--- src/rtl/dds_voice_osc.sv ---
// Single-voice DDS oscillator: a 32-bit phase accumulator with portamento, and
// saw/square/triangle/noise waveshaping. One sample is emitted per SAMPLE_EN.
module dds_voice_osc (
  input  logic        CLK,
  input  logic        RESET,
  input  logic        SAMPLE_EN,
  input  logic [31:0] ADDER,
  input  logic        GATE,
  input  logic [1:0]  WAVE,
  input  logic [3:0]  GLIDE,
  output logic [11:0] OUT,
  output logic        OUT_VALID,
  output logic        PHASE_WRAP
);

  typedef enum logic {IDLE, RUN} state_t;

  state_t       state_q;
  logic         gate_q;
  logic [31:0]  acc_q, acc_d;
  logic [31:0]  cur_q, cur_d;
  logic [15:0]  lfsr_q, lfsr_d;
  logic         played_q, played_d;
  logic         pend_q, pend_run_q, pend_wrap_q;
  logic [11:0]  out_q;
  logic         valid_q, wrap_q;

  logic         rise, stay_run, wrap_d, fb;
  logic [32:0]  sum;
  logic [31:0]  diff;
  logic signed [31:0] shifted, step;
  logic [11:0]  p, wave_val;

  always_comb begin
    rise     = GATE & ~gate_q;
    stay_run = (state_q == RUN) & GATE;
    sum      = {1'b0, acc_q} + {1'b0, cur_q};
    diff     = ADDER - cur_q;
    shifted  = $signed(diff) >>> GLIDE;
    step     = shifted;
    // A shift that rounds the step to zero would stall short of the target.
    if (shifted == '0 && diff != '0)
      step = diff[31] ? '1 : 32'sd1;
    fb       = lfsr_q[15] ^ lfsr_q[13] ^ lfsr_q[12] ^ lfsr_q[10];

    acc_d    = acc_q;
    cur_d    = cur_q;
    lfsr_d   = lfsr_q;
    played_d = played_q;
    wrap_d   = 1'b0;
    if (rise) begin
      acc_d    = '0;
      played_d = 1'b1;
      if (GLIDE == 4'd0 || !played_q)
        cur_d = ADDER;
    end else if (!stay_run) begin
      acc_d = '0;
    end else if (SAMPLE_EN) begin
      acc_d  = sum[31:0];
      wrap_d = sum[32];
      cur_d  = (GLIDE == 4'd0) ? ADDER : cur_q + step;
      lfsr_d = {lfsr_q[14:0], fb};
    end
  end

  // Shaping reads the accumulator one edge after it was updated.
  always_comb begin
    p = acc_q[31:20];
    case (WAVE)
      2'b00:   wave_val = p;
      2'b01:   wave_val = p[11] ? 12'hFFF : 12'h000;
      2'b10:   wave_val = p[11] ? ~{p[10:0], 1'b0} : {p[10:0], 1'b0};
      default: wave_val = lfsr_q[15:4];
    endcase
  end

  always_ff @(posedge CLK or posedge RESET) begin
    if (RESET) begin
      state_q     <= IDLE;
      gate_q      <= 1'b0;
      acc_q       <= '0;
      cur_q       <= '0;
      lfsr_q      <= 16'hACE1;
      played_q    <= 1'b0;
      pend_q      <= 1'b0;
      pend_run_q  <= 1'b0;
      pend_wrap_q <= 1'b0;
      out_q       <= 12'h800;
      valid_q     <= 1'b0;
      wrap_q      <= 1'b0;
    end else begin
      gate_q   <= GATE;
      acc_q    <= acc_d;
      cur_q    <= cur_d;
      lfsr_q   <= lfsr_d;
      played_q <= played_d;
      case (state_q)
        IDLE:    if (rise)  state_q <= RUN;
        default: if (!GATE) state_q <= IDLE;
      endcase
      pend_q      <= SAMPLE_EN;
      pend_run_q  <= rise | stay_run;
      pend_wrap_q <= wrap_d;
      valid_q     <= pend_q;
      wrap_q      <= pend_q & pend_run_q & pend_wrap_q;
      if (pend_q)
        out_q <= pend_run_q ? wave_val : 12'h800;
    end
  end

  assign OUT        = out_q;
  assign OUT_VALID  = valid_q;
  assign PHASE_WRAP = wrap_q;

endmodule
--- config.mk ---
export PLATFORM = sky130hd
export DESIGN_NAME = dds_voice_osc
export DESIGN_NICKNAME = d
export VERILOG_FILES = /design/src/rtl/dds_voice_osc.sv
export SDC_FILE = /design/constraint.sdc
export NUM_CORES = 1
export LEC_CHECK = 0
export ABC_AREA = 1
export BUFFER_PORTS_ARGS = -buffer_cell sky130_fd_sc_hd__buf_2
export CAP_MARGIN = 0
export CELL_PAD_IN_SITES_DETAIL_PLACEMENT = 1
export CELL_PAD_IN_SITES_GLOBAL_PLACEMENT = 1
export CORE_AREA = 2 2 169 204
export DETAILED_ROUTE_END_ITERATION = 16
export DIE_AREA = 0 0 171 206
export PLACE_DENSITY_LB_ADDON = 0.05
export SLEW_MARGIN = 20
export SYNTH_ARGS = -nofsm -noshare
export SYNTH_HDL_FRONTEND = slang
export SYNTH_SLANG_ARGS = --single-unit
--- constraint.sdc ---
create_clock -name CLK -period 7.8 [get_ports CLK]
set_input_delay 1.17 -clock CLK [delete_from_list [all_inputs] [get_ports CLK]]
set_output_delay 1.17 -clock CLK [all_outputs]
set_load 0.02 [all_outputs]
### Word level (Yosys, flattened, before mapping)

Cells that the tools add are included.
W data, S select, Z words.

| word-level totals | value |
|---|---|
| latch bits | 0 |
| ROM bits | 0 |
| register bits after elaboration | 100 |
| memory bits (writable) | 0 |
| output and inout port bits | 14 |
| memories | 0 |
| logic and storage cells | 62 |

| operators by class | value |
|---|---|
| div/mod/pow operators | 0 |
| $mul | 0 |
| add/subtract/negate cells | 3 |
| reductions and logical operators | 11 |
| mux-type cells | 20 |
| shift operators | 1 |
| equality and inequality tests | 4 |
| bitwise operators | 11 |
| magnitude comparators | 0 |

Operator list:

| cell | number |
|---|---|
| $mux W32 | 10 |
| $mux W12 | 3 |
| $pmux W12 S3 | 1 |
| $add A32 B32 Y33 | 1 |
| $add A32 B32 Y32 | 1 |
| $logic_not A32 Y1 | 1 |
| $reduce_bool A32 Y1 | 1 |
| $sshr A32 B4 Y32 | 1 |
| $sub A32 B32 Y32 | 1 |
| $not A12 Y12 | 1 |
| $mux W1 | 6 |
| $reduce_and A3 Y1 | 2 |
| $and A1 B1 Y1 | 4 |
| $logic_not A4 Y1 | 1 |
| $reduce_bool A2 Y1 | 2 |
| $ne A3 B3 Y1 const B | 1 |
| $xor A1 B1 Y1 | 3 |
| $eq A2 B1 Y1 const B | 1 |
| $eq A2 B2 Y1 const B | 1 |
| $logic_not A2 Y1 | 1 |
| $ne A2 B1 Y1 const B | 1 |
| $not A1 Y1 | 2 |
| $logic_and A1 B1 Y1 | 1 |
| $logic_not A1 Y1 | 1 |
| other kinds (2) | 2 |

### Longest topological paths before layout

Gate-level depths: netlist (run 1).

| depth | value |
|---|---|
| depth in word-level cells | 10 |
| gate-level depth with buffers | 44 |

### Worst setup path after synthesis (run 1)

No wires, ideal clock.

| path | value |
|---|---|
| path type | input port to flip-flop |
| from | input port ADDER[0] |
| to | register cur_q[30] |
| path buffers | 0 |
| path slack | 2609 ps |
| cell stages on the path | 40 |
| arrival time | 5058 ps |
| path through | inv_1 -> ha_1 -> inv_1 -> fa_1 -> nand3_1 -> nand3_1 -> nand3_1 -> nand3b_1 -> nand2_1 -> nand2_1 -> nand2_1 -> nand2_1 -> nand2_1 -> nand3_1 -> nand3_1 -> nand3_1 -> nand2_1 -> nand2_1 -> [4 not listed] -> nand2_1 -> ha_1 -> fa_1 -> nand3_1 -> nand2_1 -> inv_1 -> o21bai_2 -> nand2_1 -> nand2_1 -> a21boi_1 -> o21ai_0 -> nand2_1 -> o21ai_1 -> nand2_1 -> nand2_1 -> nand2_1 -> a21oi_1 -> o22ai_1 |

| between the ends | value |
|---|---|
| cells in the longest elaborated chain, start to end | 10 |
| elaborated cells on any way between the ends | 12 |

Ends and longest elaborated chain:

| item | RTL line | RTL |
|---|---|---|
| start, declared | 7 | `input logic [31:0] ADDER,` |
| $sub A32 B32 Y32 * | 38 | `diff = ADDER - cur_q;` |
| $sshr A32 B4 Y32 | 39 | `shifted = $signed(diff) >>> GLIDE;` |
| $logic_not A32 Y1 | 42 | `if (shifted == '0 && diff != '0)` |
| $logic_and A1 B1 Y1 | 42 |  |
| $mux W32 * | 42 |  |
| $add A32 B32 Y32 * | 61 | `cur_d = (GLIDE == 4'd0) ? ADDER : cur_q + step;` |
| $mux W32 * | 61 |  |
| $mux W32 * | 58 | `end else if (SAMPLE_EN) begin` |
| $mux W32 * | 56 | `end else if (!stay_run) begin` |
| $mux W32 * | 51 | `if (rise) begin` |
| end signal, assigned | 94 | `cur_q <= cur_d;` |
| end, declared | 21 | `logic [31:0] cur_q, cur_d;` |

Mark *: on every way between the ends. The rest lies on a longest branch, timed or not. The select of a mux whose other input is x is not followed.
A chain may end at the register's enable or synchronous reset.

### Worst setup path after layout (run 1)

Ends and elaborated chain as after synthesis.

==> results.py, run 1 <==
metrics = {
    "clocking": {
        "cts_tree": "yes",
        "cts_root_buffer": "clkbuf_16",
        "clockBufferDepth": 2,
        "cts_buffers": 9,
        "worstSkewPairLatency_ns": 0.38,
        "clk_pin_slew_ns": 0.07,
        "ctsHoldBuffers": 0,
        "htreeDepth": 3,
        "ctsResizeCount": 0,
        "cts_setup_buffers": 0,
        "clock-sinks": 100,
    },
    "sta": {
        "slew-limit-headroom": 0.297,
        "setup_ws_ns": 1.39,
        "finalHoldViolCount": 0,
        "period_needed_ns": 6.41,
        "worstMarginPinSlew_ns": 1.05,
        "finalSetupTns_ns": 0,
        "finalSetupViolCount": 0,
        "fmax_mhz": 156,
        "post-route-period-util": 0.822,
        "whs_ns": 0.471,
        "skew_ns": 0.0105,
        "slew_violations": 0,
        "rsz0062_at_grt": "no",
    },
    "placed_design": {
        "dp_cells": 2451,
        "place_ws_ns": 1.02,
        "hpwl_um": 38500,
        "gp_congestion": 0.910,
        "io_buffer_count": 55,
    },
    "floorplanning": {
        "die_h_um": 206,
        "core_um2": 33500,
        "rows": 74,
        "start_util": 0.352,
        "ioPinCount": 56,
        "die_area_um2": 35200,
        "die_x_um": 171,
    },
    "cells_and_area": {
        "syn_to_final_growth_pct": 8.88,
        "final_nets": 2146,
        "fillers": 4562,
        "layout-drive-gt1-share": 0.0686,
        "finalNonFillerCells": 2467,
        "diodes": 0,
    },
    "setup_path": {
        "worstPathMaxFanout": 4,
        "slowest_delay_ns": 0.48,
        "endpoint_kind": "register",
        "cp_top_family": "simple AND/OR/NAND/NOR gates",
        "crit_buf_inv": 4,
        "startpoint_type": "input port",
        "cp.required_ns": 8.05,
        "crit_slowest_cell": "o21ai_0",
        "r2r-start": "cur_q[1]",
        "critPathMostFrequentCell": "nand2_1",
        "critical_path.startpoint": "ADDER[0]",
        "cp.arrival_ns": 6.66,
        "critPathKind": "input port to register",
    },
    "logic_synthesis": {
        "async_reset_ff_frac": 1.00,
        "yosysSeqAreaShare": 0.213,
        "netlist_instances": 1978,
        "synth-seq-cells": 100,
        "synth_edf_count": 0,
        "syn_area_um2": 11800,
        "synth_cell_types": 52,
        "synth_flop_cell": "dfrtp_1",
        "yosysWarningCount": 0,
        "syn_nets": 2118,
        "synth.avg_cell_area_um2": 5.97,
    },
    "grt": {
        "antenna_found_initial": 0,
        "grt_remaining_overflow": 0,
        "grt_max_degree": 74,
        "grt_pass1_wl_um": 72900,
        "grt_pass1_vias": 13400,
        "grt.total_usage": 0.268,
    },
    "routing": {
        "wl_um": 45900,
        "drc": 0,
        "firstDrtPassIters": 5,
        "via_count": 13000,
        "dr.first_iter.drc_count": 694,
        "wire_per_inst_um": 18.6,
        "ant_nets": 0,
        "viasPerCell": 5.28,
    },
    "min_path": {
        "holdCritStartpoint": "pend_wrap_q",
        "hold_path_class": "register to register",
    },
    "power_and_ir_drop": {
        "ir_drop_v": 0.000122,
        "power_density_nw_per_um2": 400,
        "power.leakage_nw": 6.97,
    },
    "status": {
        "status": "finished, final reports clean",
    },
    "flow_run": {
        "maxCapViolCount": 0,
    },
}
-- layout by cell type (no fill, tap or decap), types with 7 or more instances in the layout --
cell type  count
inv_2          9
a21oi_1      121
inv_1        281
xor2_1        21
nand2_1      618
nand3_1      233
buf_4         10
o22ai_1       21
dfrtp_1       91
a21o_1        14
nor2_2         9
nand2_2        9
xnor2_1        7
buf_2         55
o21ai_0      122
a31oi_1       18
clkbuf_16      9
nand4_1       14
dfstp_2        9
nor2_1       131
nor3_1         8
nand3_2        7
ha_1          95
o21ai_1        9
o211ai_1      11
-- report_power, final --
| group | internal (mW) | total, mW | switching [mW] | leakage [nW] |
|---|---|---|---|---|
| combinational | 1.24 | 3.85 | 2.61 | 5.55 |
| sequential | 0.646 | 0.802 | 0.156 | 1.27 |
| clock | 0.267 | 0.491 | 0.224 | 0.148 |
| total | 2.15 | 5.14 | 2.99 | 6.97 |
-- cell usage after synthesis (3+ instances only) --
cell / instances / area (um2)
o22ai_1: 21 / 131
nand3_1: 233 / 1170
nand2_2: 9 / 56.3
nor2_1: 132 / 495
a21oi_1: 121 / 606
ha_1: 95 / 1190
o211ai_1: 11 / 82.6
dfstp_2: 9 / 236
inv_1: 282 / 1060
o21ai_1: 9 / 45.0
xor2_1: 21 / 184
clkinv_1: 4 / 15.0
a221oi_1: 3 / 26.3
nor3_1: 9 / 45.0
xnor2_1: 7 / 61.3
dfrtp_1: 91 / 2280
a32o_1: 6 / 60.1
nand3b_1: 3 / 22.5
a211oi_1: 6 / 45.0
fa_1: 3 / 60.1
nor2_2: 8 / 50.1
a21o_1: 14 / 105
a21boi_0: 3 / 22.5
buf_1: 5 / 18.8
nand2_1: 618 / 2320
o21a_1: 6 / 45.0
clkbuf_1: 32 / 120
buf_2: 11 / 55.1
o21ai_0: 122 / 611
nor4_1: 4 / 25.0
nand3_2: 7 / 70.1
nand4_1: 14 / 87.6
nor3_2: 3 / 30.0
or2_2: 5 / 31.3
a31oi_1: 18 / 113
a22oi_1: 5 / 37.5
inv_2: 9 / 33.8
-- layout make-up --
class,instances,area [um2],area share
Clock buffer,11,253,0.0197
Clock inverter,5,58.8,0.00458
Inverter,295,1110,0.0864
Multi-Input combinational cell,1535,8000,0.622
Sequential cell,100,2510,0.196
Tap cell,456,571,0.0444
Timing Repair Buffer,65,350,0.0273
-- final timing paths --
check | to | slack [ns] | depth (start not counted)
setup / recovery | cur_q[30] | 1.39 | 41
max in group asynchronous | cur_q[29] | 5.65 | 3
hold / removal | PHASE_WRAP | 0.47 | 2
setup reg to reg | cur_q[30] | 1.77 | 38
min in group asynchronous | acc_q[3] | 0.78 | 2
hold reg to reg | PHASE_WRAP | 0.47 | 2
-- worst min-delay path: stages (launching register included) --
cell     delay [ns]
dfrtp_1        0.36
inv_1          0.05
nor2_1         0.03
-- metal layers --
metal	wire length [um]	up-vias	share of wire	track usage
li1	-	6544	-	-
met4	1410	0	0.031	0.0941
met5	0	-	0	0
met2	23400	152	0.51	0.491
met1	20400	6276	0.44	0.327
met3	720	61	0.016	0.0182
-- sequential cells by signal, indices dropped and copies added, names as in the netlist --
register	cells
OUT_VALID	1
gate_q	1
pend_q	1
state_q	1
acc_q	32
PHASE_WRAP	1
cur_q	32
lfsr_q	16
pend_wrap_q	1
played_q	1
pend_run_q	1
OUT	12
-- metrics by stage --
stage | cell area (um2) | power [mW] | utilization
floorplan | 11800 | 3.52 | -
global placement | 12500 | 4.58 | 0.374
detailed placement | 12500 | 4.64 | 0.374
CTS | 12900 | 5.16 | 0.383
global route | 12900 | 5.70 | 0.383
finish | 12900 | 5.14 | 0.383
-- cells by family (layout without fill, tap and decap cells) --
| kind of cell | Yosys count | in the layout | share of synthesized area |
|---|---|---|---|
| AND/OR/NAND/NOR | 1049 | 1049 | 0.375 |
| AO/OA/AOI/OAI | 359 | 359 | 0.174 |
| buffers and inverters | 343 | 376 | 0.110 |
| flip-flops | 100 | 100 | 0.213 |
| adder cells (fa/ha/maj) | 98 | 98 | 0.106 |
| XOR/XNOR | 28 | 28 | 0.0208 |
| multiplexers | 1 | 1 | 0.000848 |
Power figures use the tool's default switching activity.
==> inputs of run 2 (changes only) <==
- clock period: 7.8 -> 6.1 ns (I/O delays scaled with it)
==> results.py, run 2 (synthesized netlist as in run 1, its figures left out) <==
metrics = {
    "status": {
        "status": "finished, final reports clean",
    },
    "power_and_ir_drop": {
        "p_seq_frac": 0.152,
        "p_sw_frac": 0.573,
        "p_comb_frac": 0.757,
        "clkPwrFrac": 0.091,
        "total_power_mw": 6.70,
        "p_int_mw": 2.86,
        "power.leakage_nw": 7.09,
        "power_density_nw_per_um2": 513,
        "p_sw_mw": 3.84,
        "ir_drop_v": 0.000150,
    },
    "grt": {
        "grt_remaining_overflow": 0,
        "grt_max_degree": 55,
        "grt_pass1_vias": 13600,
        "antenna_found_initial": 0,
        "grt_pass1_wl_um": 72500,
        "grt.total_usage": 0.266,
    },
    "sta": {
        "finalSetupViolCount": 0,
        "worstMarginPinSlew_ns": 1.03,
        "finalHoldViolCount": 0,
        "period_needed_ns": 5.67,
        "skew_ns": 0.0128,
        "rsz0062_at_grt": "yes",
        "setup_ws_ns": 0.428,
        "post-route-period-util": 0.930,
        "fmax_mhz": 176,
        "slew_violations": 0,
        "slew-limit-headroom": 0.314,
    },
    "routing": {
        "via_count": 13200,
        "wl_um": 45800,
        "firstDrtPassIters": 5,
        "wire_per_inst_um": 18.4,
        "dr.first_iter.drc_count": 589,
        "ant_nets": 0,
        "drc": 0,
        "viasPerCell": 5.28,
    },
    "min_path": {
        "whs_endpoint": "OUT[3]",
        "holdCritStartpoint": "OUT[3]",
        "hold_path_class": "register to register",
        "whs_path_depth": 2,
    },
    "cells_and_area": {
        "layout-drive-gt1-share": 0.0830,
        "diodes": 0,
        "fillers": 4599,
        "final_nets": 2171,
        "syn_to_final_growth_pct": 10.7,
        "final_area_um2": 13100,
        "reg.largest.list": "acc_q x32, cur_q x32, lfsr_q x16",
        "final_common_cell": "nand2_1",
        "finalNonFillerCells": 2492,
        "final_cell_mix": "nand2_1 (614), inv_1 (281), nand3_1 (232)",
    },
    "setup_path": {
        "cp.arrival_ns": 5.91,
        "crit_slowest_cell": "ha_1",
        "endpoint_kind": "register",
        "startpoint_type": "input port",
        "worstReg2RegEnd": "cur_q[24]",
        "critPathKind": "input port to register",
        "slowest_delay_ns": 0.43,
        "critPathMostFrequentCell": "nand2_1",
        "reg2regPathDepth": 39,
        "r2r_slack_ns": 0.55,
        "worstPathMaxFanout": 6,
        "r2r-start": "cur_q[19]",
        "cp.required_ns": 6.34,
    },
    "floorplanning": {
        "die_x_um": 171,
        "die_area_um2": 35200,
        "start_util": 0.352,
        "ioPinCount": 56,
        "core_um2": 33500,
        "rows": 74,
        "die_h_um": 206,
    },
    "clocking": {
        "cts_buffers": 9,
        "cts_root_buffer": "clkbuf_16",
        "clk_pin_slew_ns": 0.08,
        "clock-sinks": 100,
        "cts_setup_buffers": 0,
        "clockBufferDepth": 2,
        "worstSkewPairLatency_ns": 0.37,
        "htreeDepth": 3,
        "cts_tree": "yes",
    },
    "placed_design": {
        "place_ws_ns": 0.0153,
        "hpwl_um": 38700,
        "io_buffer_count": 55,
        "gp_congestion": 0.922,
        "dpl_cell_area_um2": 12700,
        "dp_cells": 2476,
    },
    "flow_run": {
        "maxCapViolCount": 0,
    },
}
## run 2: repair_timing
action,in CTS,in global routing
resized for setup,0,8
hold buffers,0,0
setup endpoints to repair,0,5
## run 2: worst max-delay path by stage
stage | from | to | slack (ns)
after CTS | ADDER[11] | cur_q[30] | 0.40
after detailed placement | ADDER[11] | cur_q[26] | 0.02
after floorplan | ADDER[0] | cur_q[30] | 1.16
after global placement | ADDER[11] | cur_q[26] | 0.05
after global routing | ADDER[0] | cur_q[24] | -0.07
final | ADDER[18] | cur_q[24] | 0.43
## run 2: worst max-delay path: cells and delay by family
kind	cells	cell delay, ns
simple gates	27	2.83
fa+ha+maj	3	1.07
compound gates	6	0.70
buf+inv	3	0.37
## run 2: metrics by stage
stage                     hold slack [ns]   util  setup TNS, ns
final                               0.476  0.390              0
after global routing                0.494  0.390         -0.121
after CTS                           0.483  0.389              0
after detailed placement            0.463  0.380              0
after global placement              0.458  0.380              0
after floorplan                     0.394      -              0
## run 2: power by group through the flow
stage	clock, mW	combinational (mW)	sequential [mW]
2_1_floorplan	0	3.55	0.943
3_3_place_gp	0	4.98	1.03
3_5_place_dp	0	5.04	1.03
4_1_cts	0.630	5.06	1.02
5_1_grt	0.654	5.75	1.04
6_report	0.607	5.07	1.02
## run 2: metal layers
| metal | vias up | track usage | wire length, um |
|---|---|---|---|
| met1 | 6351 | 0.321 | 20400 |
| met3 | 50 | 0.0234 | 816 |
| met2 | 154 | 0.499 | 23600 |
| met4 | 0 | 0.0745 | 1080 |
| met5 | - | 0 | 0 |
| li1 | 6611 | - | - |
## run 2: final cells by class
| type | instances | area [um2] | area share |
|---|---|---|---|
| Clock buffer | 11 | 243 | 0.0186 |
| Clock inverter | 5 | 58.8 | 0.00450 |
| Inverter | 295 | 1110 | 0.0850 |
| Multi-Input combinational cell | 1535 | 8020 | 0.614 |
| Sequential cell | 100 | 2510 | 0.192 |
| Tap cell | 456 | 571 | 0.0437 |
| Timing Repair Buffer | 90 | 551 | 0.0421 |
